[src/rtl/pipeline_hazard_sequencer_pkg.sv]
// Shared pipeline definitions: opcode/aluop encodings, instruction field
// positions, the sequencer state encoding and small decode helpers.
package pipeline_pkg;

    // Opcode encodings, ir[31:27]
    localparam logic [4:0] OP_RTYPE = 5'b00000;
    localparam logic [4:0] OP_J     = 5'b00001;
    localparam logic [4:0] OP_BNE   = 5'b00010;
    localparam logic [4:0] OP_JAL   = 5'b00011;
    localparam logic [4:0] OP_JR    = 5'b00100;
    localparam logic [4:0] OP_BLT   = 5'b00110;
    localparam logic [4:0] OP_SW    = 5'b00111;
    localparam logic [4:0] OP_LW    = 5'b01000;

    // R-type aluop encodings, ir[6:2]
    localparam logic [4:0] ALU_MUL  = 5'b00110;
    localparam logic [4:0] ALU_DIV  = 5'b00111;

    // Instruction field slice positions
    localparam int OPC_MSB = 31;
    localparam int OPC_LSB = 27;
    localparam int RD_MSB  = 26;
    localparam int RD_LSB  = 22;
    localparam int RS_MSB  = 21;
    localparam int RS_LSB  = 17;
    localparam int RT_MSB  = 16;
    localparam int RT_LSB  = 12;
    localparam int ALU_MSB = 6;
    localparam int ALU_LSB = 2;

    typedef enum logic [1:0] {
        ST_RUN     = 2'b00,
        ST_MD_BUSY = 2'b01,
        ST_MD_DONE = 2'b10
    } seq_state_t;

    // Stores and compare-branches read the rd field as a source operand.
    function automatic logic reads_rd(input logic [4:0] opcode);
        return (opcode == OP_SW) || (opcode == OP_BNE) || (opcode == OP_BLT);
    endfunction

    // mul/div are R-type instructions distinguished by aluop.
    function automatic logic is_multdiv(input logic [4:0] opcode, input logic [4:0] aluop);
        return (opcode == OP_RTYPE) && ((aluop == ALU_MUL) || (aluop == ALU_DIV));
    endfunction

endpackage

[src/rtl/pipeline_hazard_sequencer_ir_field_decode.sv]
// Instruction field decoder used for both the FD and DE latch contents.
//  ir          in  32  instruction word
//  opcode      out 5   ir[31:27]
//  rd/rs/rt    out 5   register fields
//  is_lw       out 1   instruction is a load
//  is_md       out 1   instruction is mul or div
//  src_uses_rd out 1   instruction reads rd as a source (sw/bne/blt)
module ir_field_decode
    import pipeline_pkg::*;
(
    input  logic [31:0] ir,
    output logic [4:0]  opcode,
    output logic [4:0]  rd,
    output logic [4:0]  rs,
    output logic [4:0]  rt,
    output logic        is_lw,
    output logic        is_md,
    output logic        src_uses_rd
);

    logic [4:0] aluop_s;
    logic       ir_unused_s;

    assign opcode      = ir[OPC_MSB:OPC_LSB];
    assign rd          = ir[RD_MSB:RD_LSB];
    assign rs          = ir[RS_MSB:RS_LSB];
    assign rt          = ir[RT_MSB:RT_LSB];
    assign aluop_s     = ir[ALU_MSB:ALU_LSB];
    assign is_lw       = (opcode == OP_LW);
    assign is_md       = is_multdiv(opcode, aluop_s);
    assign src_uses_rd = reads_rd(opcode);

    // Shamt and the low two bits play no part in hazard detection.
    assign ir_unused_s = ^{ir[11:7], ir[1:0]};

endmodule

[src/rtl/pipeline_hazard_sequencer.sv]
// Stall/flush/bubble sequencer for the 5-stage pipeline, including the
// multdiv start/ready handshake with watchdog and a saturating stall counter.
//  clock, reset (async, active-low)
//  fd_ir, de_ir             instruction words in FD and DE latches
//  branch_taken, jump_taken control-flow redirects
//  md_ready, md_exception   multdiv completion handshake
//  pc_we, fd_we, de_we      latch write enables
//  fd_flush, de_bubble, em_bubble, md_start, md_result_sel  pipeline controls
//  md_timeout               sticky watchdog flag
//  stall_cycles             saturating count of cycles with pc_we=0
module pipeline_hazard_sequencer #(
    parameter int MD_TIMEOUT  = 64,
    parameter int STALL_CNT_W = 16
) (
    input  logic                   clock,
    input  logic                   reset,
    input  logic [31:0]            fd_ir,
    input  logic [31:0]            de_ir,
    input  logic                   branch_taken,
    input  logic                   jump_taken,
    input  logic                   md_ready,
    input  logic                   md_exception,
    output logic                   pc_we,
    output logic                   fd_we,
    output logic                   de_we,
    output logic                   fd_flush,
    output logic                   de_bubble,
    output logic                   em_bubble,
    output logic                   md_start,
    output logic                   md_result_sel,
    output logic                   md_timeout,
    output logic [STALL_CNT_W-1:0] stall_cycles
);
    import pipeline_pkg::*;

    localparam int TMR_W = $clog2(MD_TIMEOUT + 1);
    localparam logic [TMR_W-1:0] TMR_LIMIT = TMR_W'(MD_TIMEOUT);
    localparam logic [TMR_W-1:0] TMR_ONE   = TMR_W'(1);

    logic [4:0] fd_opcode_s, fd_rd_s, fd_rs_s, fd_rt_s;
    logic [4:0] de_opcode_s, de_rd_s, de_rs_s, de_rt_s;
    logic       fd_is_lw_s, fd_is_md_s, fd_uses_rd_s;
    logic       de_is_lw_s, de_is_md_s, de_uses_rd_s;
    logic       decode_unused_s;

    seq_state_t             state_r, next_state_s;
    logic [TMR_W-1:0]       timer_r;
    logic                   md_timeout_r;
    logic [STALL_CNT_W-1:0] stall_cycles_r;
    logic                   arm_r;
    logic                   load_use_s, timeout_set_s;
    logic pc_we_s, fd_we_s, de_we_s, fd_flush_s, de_bubble_s, em_bubble_s, md_start_s, md_sel_s;

    ir_field_decode u_fd_dec (
        .ir(fd_ir), .opcode(fd_opcode_s), .rd(fd_rd_s), .rs(fd_rs_s), .rt(fd_rt_s),
        .is_lw(fd_is_lw_s), .is_md(fd_is_md_s), .src_uses_rd(fd_uses_rd_s)
    );

    ir_field_decode u_de_dec (
        .ir(de_ir), .opcode(de_opcode_s), .rd(de_rd_s), .rs(de_rs_s), .rt(de_rt_s),
        .is_lw(de_is_lw_s), .is_md(de_is_md_s), .src_uses_rd(de_uses_rd_s)
    );

    // Exceptions are written back downstream; the remaining decode outputs
    // are not needed for the stage each decoder serves.
    assign decode_unused_s = ^{md_exception, fd_opcode_s, fd_is_lw_s, fd_is_md_s,
                               de_opcode_s, de_rs_s, de_rt_s, de_uses_rd_s};

    // r0 is never a real destination, so a load into it never stalls.
    assign load_use_s = de_is_lw_s && (de_rd_s != 5'd0) &&
                        ((de_rd_s == fd_rs_s) || (de_rd_s == fd_rt_s) ||
                         (fd_uses_rd_s && (de_rd_s == fd_rd_s)));

    // Next-state and pipeline control decode; reset forces no-hazard values.
    always_comb begin
        next_state_s  = state_r;
        timeout_set_s = 1'b0;
        pc_we_s       = 1'b1;
        fd_we_s       = 1'b1;
        de_we_s       = 1'b1;
        fd_flush_s    = 1'b0;
        de_bubble_s   = 1'b0;
        em_bubble_s   = 1'b0;
        md_start_s    = 1'b0;
        md_sel_s      = 1'b0;
        if (reset) begin
            case (state_r)
                ST_RUN: begin
                    // arm_r keeps a stale mul/div left in DE across reset from restarting.
                    if (arm_r && de_is_md_s) begin
                        pc_we_s      = 1'b0;
                        fd_we_s      = 1'b0;
                        de_we_s      = 1'b0;
                        em_bubble_s  = 1'b1;
                        md_start_s   = 1'b1;
                        next_state_s = ST_MD_BUSY;
                    end else if (jump_taken) begin
                        fd_flush_s  = 1'b1;
                        de_bubble_s = 1'b1;
                    end else if (branch_taken) begin
                        fd_flush_s = 1'b1;
                    end else if (load_use_s) begin
                        pc_we_s     = 1'b0;
                        fd_we_s     = 1'b0;
                        de_bubble_s = 1'b1;
                    end else begin
                        next_state_s = ST_RUN;
                    end
                end
                ST_MD_BUSY: begin
                    pc_we_s     = 1'b0;
                    fd_we_s     = 1'b0;
                    de_we_s     = 1'b0;
                    em_bubble_s = 1'b1;
                    if (md_ready) begin
                        next_state_s = ST_MD_DONE;
                    end else if (timer_r == TMR_LIMIT) begin
                        timeout_set_s = 1'b1;
                        next_state_s  = ST_MD_DONE;
                    end else begin
                        next_state_s = ST_MD_BUSY;
                    end
                end
                ST_MD_DONE: begin
                    // A redirect frozen during the multdiv resolves now.
                    md_sel_s     = 1'b1;
                    next_state_s = ST_RUN;
                    if (jump_taken) begin
                        fd_flush_s  = 1'b1;
                        de_bubble_s = 1'b1;
                    end else if (branch_taken) begin
                        fd_flush_s = 1'b1;
                    end else begin
                        fd_flush_s = 1'b0;
                    end
                end
                default: begin
                    next_state_s = ST_RUN;
                end
            endcase
        end else begin
            next_state_s = ST_RUN;
        end
    end

    // State, watchdog timer, sticky timeout, stall counter and DE-reload arm flag.
    always_ff @(posedge clock or negedge reset) begin
        if (!reset) begin
            state_r        <= ST_RUN;
            timer_r        <= TMR_ONE;
            md_timeout_r   <= 1'b0;
            stall_cycles_r <= {STALL_CNT_W{1'b0}};
            arm_r          <= 1'b0;
        end else begin
            state_r <= next_state_s;
            if (state_r == ST_MD_BUSY) begin
                timer_r <= timer_r + TMR_ONE;
            end else begin
                timer_r <= TMR_ONE;
            end
            if (timeout_set_s) begin
                md_timeout_r <= 1'b1;
            end else begin
                md_timeout_r <= md_timeout_r;
            end
            if (!pc_we_s && (stall_cycles_r != {STALL_CNT_W{1'b1}})) begin
                stall_cycles_r <= stall_cycles_r + {{(STALL_CNT_W-1){1'b0}}, 1'b1};
            end else begin
                stall_cycles_r <= stall_cycles_r;
            end
            if (de_we_s) begin
                arm_r <= 1'b1;
            end else begin
                arm_r <= arm_r;
            end
        end
    end

    assign pc_we         = pc_we_s;
    assign fd_we         = fd_we_s;
    assign de_we         = de_we_s;
    assign fd_flush      = fd_flush_s;
    assign de_bubble     = de_bubble_s;
    assign em_bubble     = em_bubble_s;
    assign md_start      = md_start_s;
    assign md_result_sel = md_sel_s;
    assign md_timeout    = md_timeout_r;
    assign stall_cycles  = stall_cycles_r;

endmodule

[config.mk]
export PLATFORM = sky130hd
export DESIGN_NAME = pipeline_hazard_sequencer
export DESIGN_NICKNAME = d
export VERILOG_FILES = /design/src/rtl/pipeline_hazard_sequencer_pkg.sv /design/src/rtl/pipeline_hazard_sequencer_ir_field_decode.sv /design/src/rtl/pipeline_hazard_sequencer.sv
export SDC_FILE = /design/constraint.sdc
export NUM_CORES = 1
export LEC_CHECK = 0
export ABC_CLOCK_PERIOD_IN_PS = 4360
export BUFFER_PORTS_ARGS = -buffer_cell sky130_fd_sc_hd__buf_2
export CAP_MARGIN = 25
export CORE_MARGIN = 2
export CORE_UTILIZATION = 25
export CTS_BUF_LIST = sky130_fd_sc_hd__clkbuf_8
export CTS_CLUSTER_DIAMETER = 120
export DETAILED_ROUTE_END_ITERATION = 10
export GPL_TIMING_DRIVEN = 1
export SLEW_MARGIN = 10
export SYNTH_ARGS = -nofsm -noshare
export SYNTH_HDL_FRONTEND = slang
export SYNTH_HIERARCHICAL = 1
export SYNTH_SLANG_ARGS = --single-unit
[constraint.sdc]
create_clock -name clock -period 4.36 [get_ports clock]
set_input_delay 1.308 -clock clock [delete_from_list [all_inputs] [get_ports clock]]
set_output_delay 1.308 -clock clock [all_outputs]
set_load 0.01 [all_outputs]
# After elaboration in Yosys (flattened, before gate mapping)
# Index checks and enable logic that the tools add are counted.
[totals]
register_bits = 27
in_bits = 70
word_cells = 80
[classes]
add_sub_neg = 2
eq_ne = 16
mux = 41
n_reduce_logical = 16
[op_table]
columns = ["cell", "count"]
rows = [
  ["$mux 1", 27],
  ["$eq 5x3->1 const B", 4],
  ["$add 16x1->16 const B", 1],
  ["$ne 16x16->1 const B", 1],
  ["$eq 5x5->1", 3],
  ["$mux 2", 7],
  ["$ne 4x4->1 const B", 3],
  ["$pmux 1 s2", 5],
  ["$add 7x1->7 const B", 1],
  ["$eq 7x7->1 const B", 1],
  ["$mux 7", 1],
  ["$logic_and 1x1->1", 6],
  ["$eq 5x2->1 const B", 1],
  ["$eq 5x4->1 const B", 1],
  ["$logic_not 5->1", 1],
  ["$logic_or 1x1->1", 5],
  ["$reduce_bool 5->1", 1],
  ["$pmux 2 s2", 1],
  ["$reduce_and 3->1", 1],
  ["$eq 2x1->1 const B", 1],
  ["$eq 2x2->1 const B", 1],
  ["$logic_not 2->1", 1],
  ["$logic_not 1->1", 1],
]

# Depth between registers and ports, before layout
[logic_depth]
word_depth = 14
ltp_mapped = 9
depth_no_buf = 8

# Cells and area by module
# The synthesis kept the hierarchy.
[by_module_without_submodules]
columns = ["mod", "n_inst", "cells_per_inst", "area_per_inst_um2", "seq_area_each_um2"]
rows = [
  ["pipeline_hazard_sequencer", 1, 161, 1521.5, 676.9],
  ["ir_field_decode", 2, 26, 206.4, 0.0],
]

# Worst setup path after synthesis
# Ideal clock, no wire load.
[synth_timing]
kind = "input -> output"
start = "in de_ir[31]"
end = "out pc_we"
arrival_ns = 2.878
required_time_ns = 3.052
slack_ns = 0.174
cell_stages = 7
n_path_buf = 1
path_cell_list = "nor4_2 nor4b_2 a21oi_1 or3b_2 inv_1 nor2_1 buf_4"
[synth_lines]
columns = ["item", "line_no", "text"]
rows = [
  ["start: declaration", "pipeline_hazard_sequencer.sv:18", "input logic [31:0] de_ir,"],
  ["$logic_not 5->1", "pipeline_hazard_sequencer_pkg.sv:44", "return (opcode == OP_RTYPE) && ((aluop == ALU_MUL) || (aluop == ALU_DIV));"],
  ["$logic_and 1x1->1", "pipeline_hazard_sequencer_pkg.sv:44", ""],
  ["named net de_is_md_s", "pipeline_hazard_sequencer.sv:43", "logic de_is_lw_s, de_is_md_s, de_uses_rd_s;"],
  ["$logic_and 1x1->1", "pipeline_hazard_sequencer.sv:90", "if (arm_r && de_is_md_s) begin"],
  ["$mux 1", "-", ""],
  ["$pmux 1 s2", "-", ""],
  ["$mux 1", "-", ""],
  ["end: declaration", "pipeline_hazard_sequencer.sv:23", "output logic pc_we,"],
]
# The timed path passes the listed nets, and every way through them passes these cells.

# Worst setup path after layout
[layout_timing]
start = "in de_ir[31]"
end = "out pc_we"
[layout_lines]
columns = ["item", "line_no", "text"]
rows = [
  ["$logic_not 5->1", "pipeline_hazard_sequencer_pkg.sv:44", ""],
  ["$logic_and 1x1->1", "pipeline_hazard_sequencer_pkg.sv:44", ""],
  ["named net de_is_md_s", "pipeline_hazard_sequencer.sv:43", ""],
  ["$logic_and 1x1->1", "pipeline_hazard_sequencer.sv:90", ""],
  ["$mux 1", "pipeline_hazard_sequencer.sv:90", ""],
  ["$pmux 1 s2", "pipeline_hazard_sequencer.sv:87", "case (state_r)"],
  ["$mux 1", "pipeline_hazard_sequencer.sv:86", "if (reset) begin"],
]
# The timed path passes the listed nets, and every way through them passes these cells.

==> out/metrics.json <==
{
  "status": {
    "outcome": "finished, final reports clean"
  },
  "global_route": {
    "globalRoute.totalOverflow": 0,
    "via_count_of_the_first_global_routing_pass": 1323,
    "global_route.peak_usage_layer": "met2",
    "grt_first_pass_wirelength_um": 5968,
    "grt.met3_usage_pct": 3.412,
    "grt_util_met2_pct": 16.52,
    "grt_start_max_net_pins": 25,
    "grtUsageTotal_pct": 9.726,
    "met1_usage_pct": 12.42,
    "grt_antenna_before_repair": 0
  },
  "sta": {
    "grt_setup_unrepaired": "false",
    "final-max-slew-violation-count": 0,
    "final_worst_path_cycle_share_pct": 96.32,
    "hold_violation_total_from_the_final_report": 0,
    "setup_viol_count_final": 0,
    "final_critical_path_setup_slack_ns": 0.1603,
    "worstMarginPinSlew_ns": 0.4614,
    "worst_clock_skew_ns": 0.007158,
    "post-route-min-period_ns": 4.200,
    "timing.setup.tns_ns": 0,
    "max_clock_freq_mhz": 238.1,
    "slew-limit-headroom_pct": 69.12
  },
  "setup_path": {
    "critical_path.cell_chain": "buf_2 > nor4_4 > nor4b_4 > a21oi_1 > or3b_2 > inv_1 > nor2_1 > buf_2",
    "crit_path_max_delay_cell_type": "or3b_2",
    "crit_buf_inv": 3,
    "timing_worst_setup_path_type": "primary input to primary output",
    "setup.reg_to_reg.worst_slack_ns": 2.33,
    "worstPathMaxFanout": 3,
    "path_common_cell": "buf_2",
    "crit_arrival_ns": 2.89,
    "critical_path.startpoint_type": "primary input",
    "largest_stage_delay_worst_path_ns": 0.49,
    "critPathRequiredTime_ns": 3.05,
    "path_delay_family": "simple AND/OR/NAND/NOR gates",
    "end_kind": "primary output",
    "r2r_end": "stall_cycles[1]",
    "rr_startpoint": "stall_cycles[3]",
    "worst-r2r-cell-count": 6
  },
  "floorplanning": {
    "die_area_um2": 7593,
    "core_area_um2": 6756,
    "number_of_i_o_pins": 95,
    "fp.dieH_um": 87.14,
    "die_x_um": 87.14,
    "initial_utilization_pct": 25.57,
    "number_of_rows_created_at_floorplan": 30
  },
  "cells_and_area": {
    "layout-drive-gt1-share_pct": 33.05,
    "most_used_cells_in_the_layout_excluding_fill_and_tap_cells": "63 x buf_2, 29 x nor2_1, 26 x dfrtp_1, 25 x xor2_1, 12 x nand3_1",
    "antenna-diode-count": 0,
    "final_common_cell": "buf_2",
    "area_delta_synth_final_pct": 18.75,
    "finish.net_count": 307,
    "layout.filler_cells": 739
  },
  "synth": {
    "synth.yosys.warnings": 6,
    "synthesis.nets": 260,
    "post_synthesis_instance_area_um2": 1728,
    "syn-mean-instance-area_um2": 9.240,
    "synthesis.instances": 187
  },
  "clock_network": {
    "clk_pin_slew_ns": 0.09,
    "tritoncts_num_sinks": 27,
    "tritoncts": "built",
    "cts-buffers-inserted": 3,
    "post-cts-setup-buffer-count": 0,
    "clockRootBuffer": "clkbuf_8",
    "cts.htree.levels": 1,
    "clock_insertion_delay_worst_skew_ns": 0.28,
    "clock_tree.buffer_depth": 2
  },
  "power": {
    "internal_power_mw": 0.3417,
    "power_per_cell_area_nw_per_um2": 220.1,
    "static-leakage-power_nw": 1.026,
    "power.combinational.fraction_pct": 11.3,
    "swShare_pct": 24.34,
    "vdd_drop_max_mv": 0.09740,
    "power.share.sequential_pct": 55.9,
    "power_switching_mw": 0.1099,
    "clock_power_share_pct": 32.8
  },
  "drt": {
    "drt_wl_total_um": 3602,
    "drt_iter0_markers": 52,
    "route.vias.total": 1354,
    "postRouteAntennaNets": 0,
    "wire_per_inst_um": 11.51,
    "avgViaCountPerCell": 4.326,
    "detail_route.drc_violations": 0,
    "firstDrtPassIters": 4
  },
  "placement": {
    "gp_routability_congestion": 0.7276,
    "place.detailed.hpwl_um": 2890,
    "io_buffer_count": 63,
    "pre_cts_ws_ns": 0.04690
  },
  "worst_hold_path": {
    "worst_hold_check_path_type": "flop to flop",
    "holdPathStages": 2,
    "holdCritStartpoint": "md_timeout",
    "hold_path_end": "md_timeout"
  },
  "run": {
    "drv_cap": 0
  }
}
## sequential cells by signal (all words and copies together) (netlist names)
name	cells
arm_r	1
state_r	2
stall_cycles	16
timer_r	7
md_timeout	1
## timing repair
action / 4_1_cts / 5_1_grt
hold endpoints to repair: 0 / 0
resized for setup: 0 / 2
setup endpoints to repair: 0 / 2
hold buffers: 0 / 0
## worst max path at each step
stage | from | to | cells after the start
final | de_ir[31] | pc_we | 8
after detailed placement | de_ir[31] | pc_we | 8
after floorplan | de_ir[31] | pc_we | 7
after CTS | de_ir[31] | pc_we | 8
after global placement | de_ir[31] | pc_we | 8
after global routing | de_ir[31] | fd_we | 8
## per-stage QoR
stage | std cells | hold slack, ns | utilization [%] | power (mW) | cell area (um^2)
5_1_grt | 313 | 0.5193 | 30.37 | 0.4774 | 2052
3_5_place_dp | 309 | 0.4513 | 29.39 | 0.3082 | 1986
3_3_place_gp | 309 | 0.4463 | 29.39 | 0.3072 | 1986
6_report | 313 | 0.4770 | 30.37 | 0.4517 | 2052
2_1_floorplan | 187 | 0.4355 | - | 0.2923 | 1728
4_1_cts | 313 | 0.4806 | 30.11 | 0.4575 | 2034
## worst reg2reg max path: stages, from the launching register on
cell and delay (ns):
dfrtp_1 0.46, and4_1 0.27, nand4_1 0.16, nor3_1 0.22
nand4_1 0.19, o21ai_4 0.23, mux2_2 0.39
## layout make-up
cell class                      count  area [um^2]  area share (%)
Inverter                            7        26.28           1.280
Timing Repair Buffer               65        330.3           16.10
Sequential cell                    27        676.9           32.99
Clock buffer                        3        41.29           2.012
Clock inverter                      1        7.507          0.3659
Tap cell                           80        100.1           4.878
Multi-Input combinational cell    130        869.6           42.38
## power by group through the flow
stage	registers, mW	clock network (mW)	logic [mW]
floorplan	0.258	0	0.0346
CTS	0.252	0.154	0.0511
global placement	0.257	0	0.0498
global route	0.253	0.167	0.0580
finish	0.252	0.148	0.0511
detailed placement	0.257	0	0.0508
## metal layers
| metal | vias to the layer above | wire [um] |
|---|---|---|
| li1 | 690 | - |
| met1 | 618 | 1633 |
| met2 | 43 | 1720 |
| met3 | 3 | 237 |
| met4 | 0 | 10 |
| met5 | - | 0 |
No activity file was read; power rests on OpenSTA's default activity.
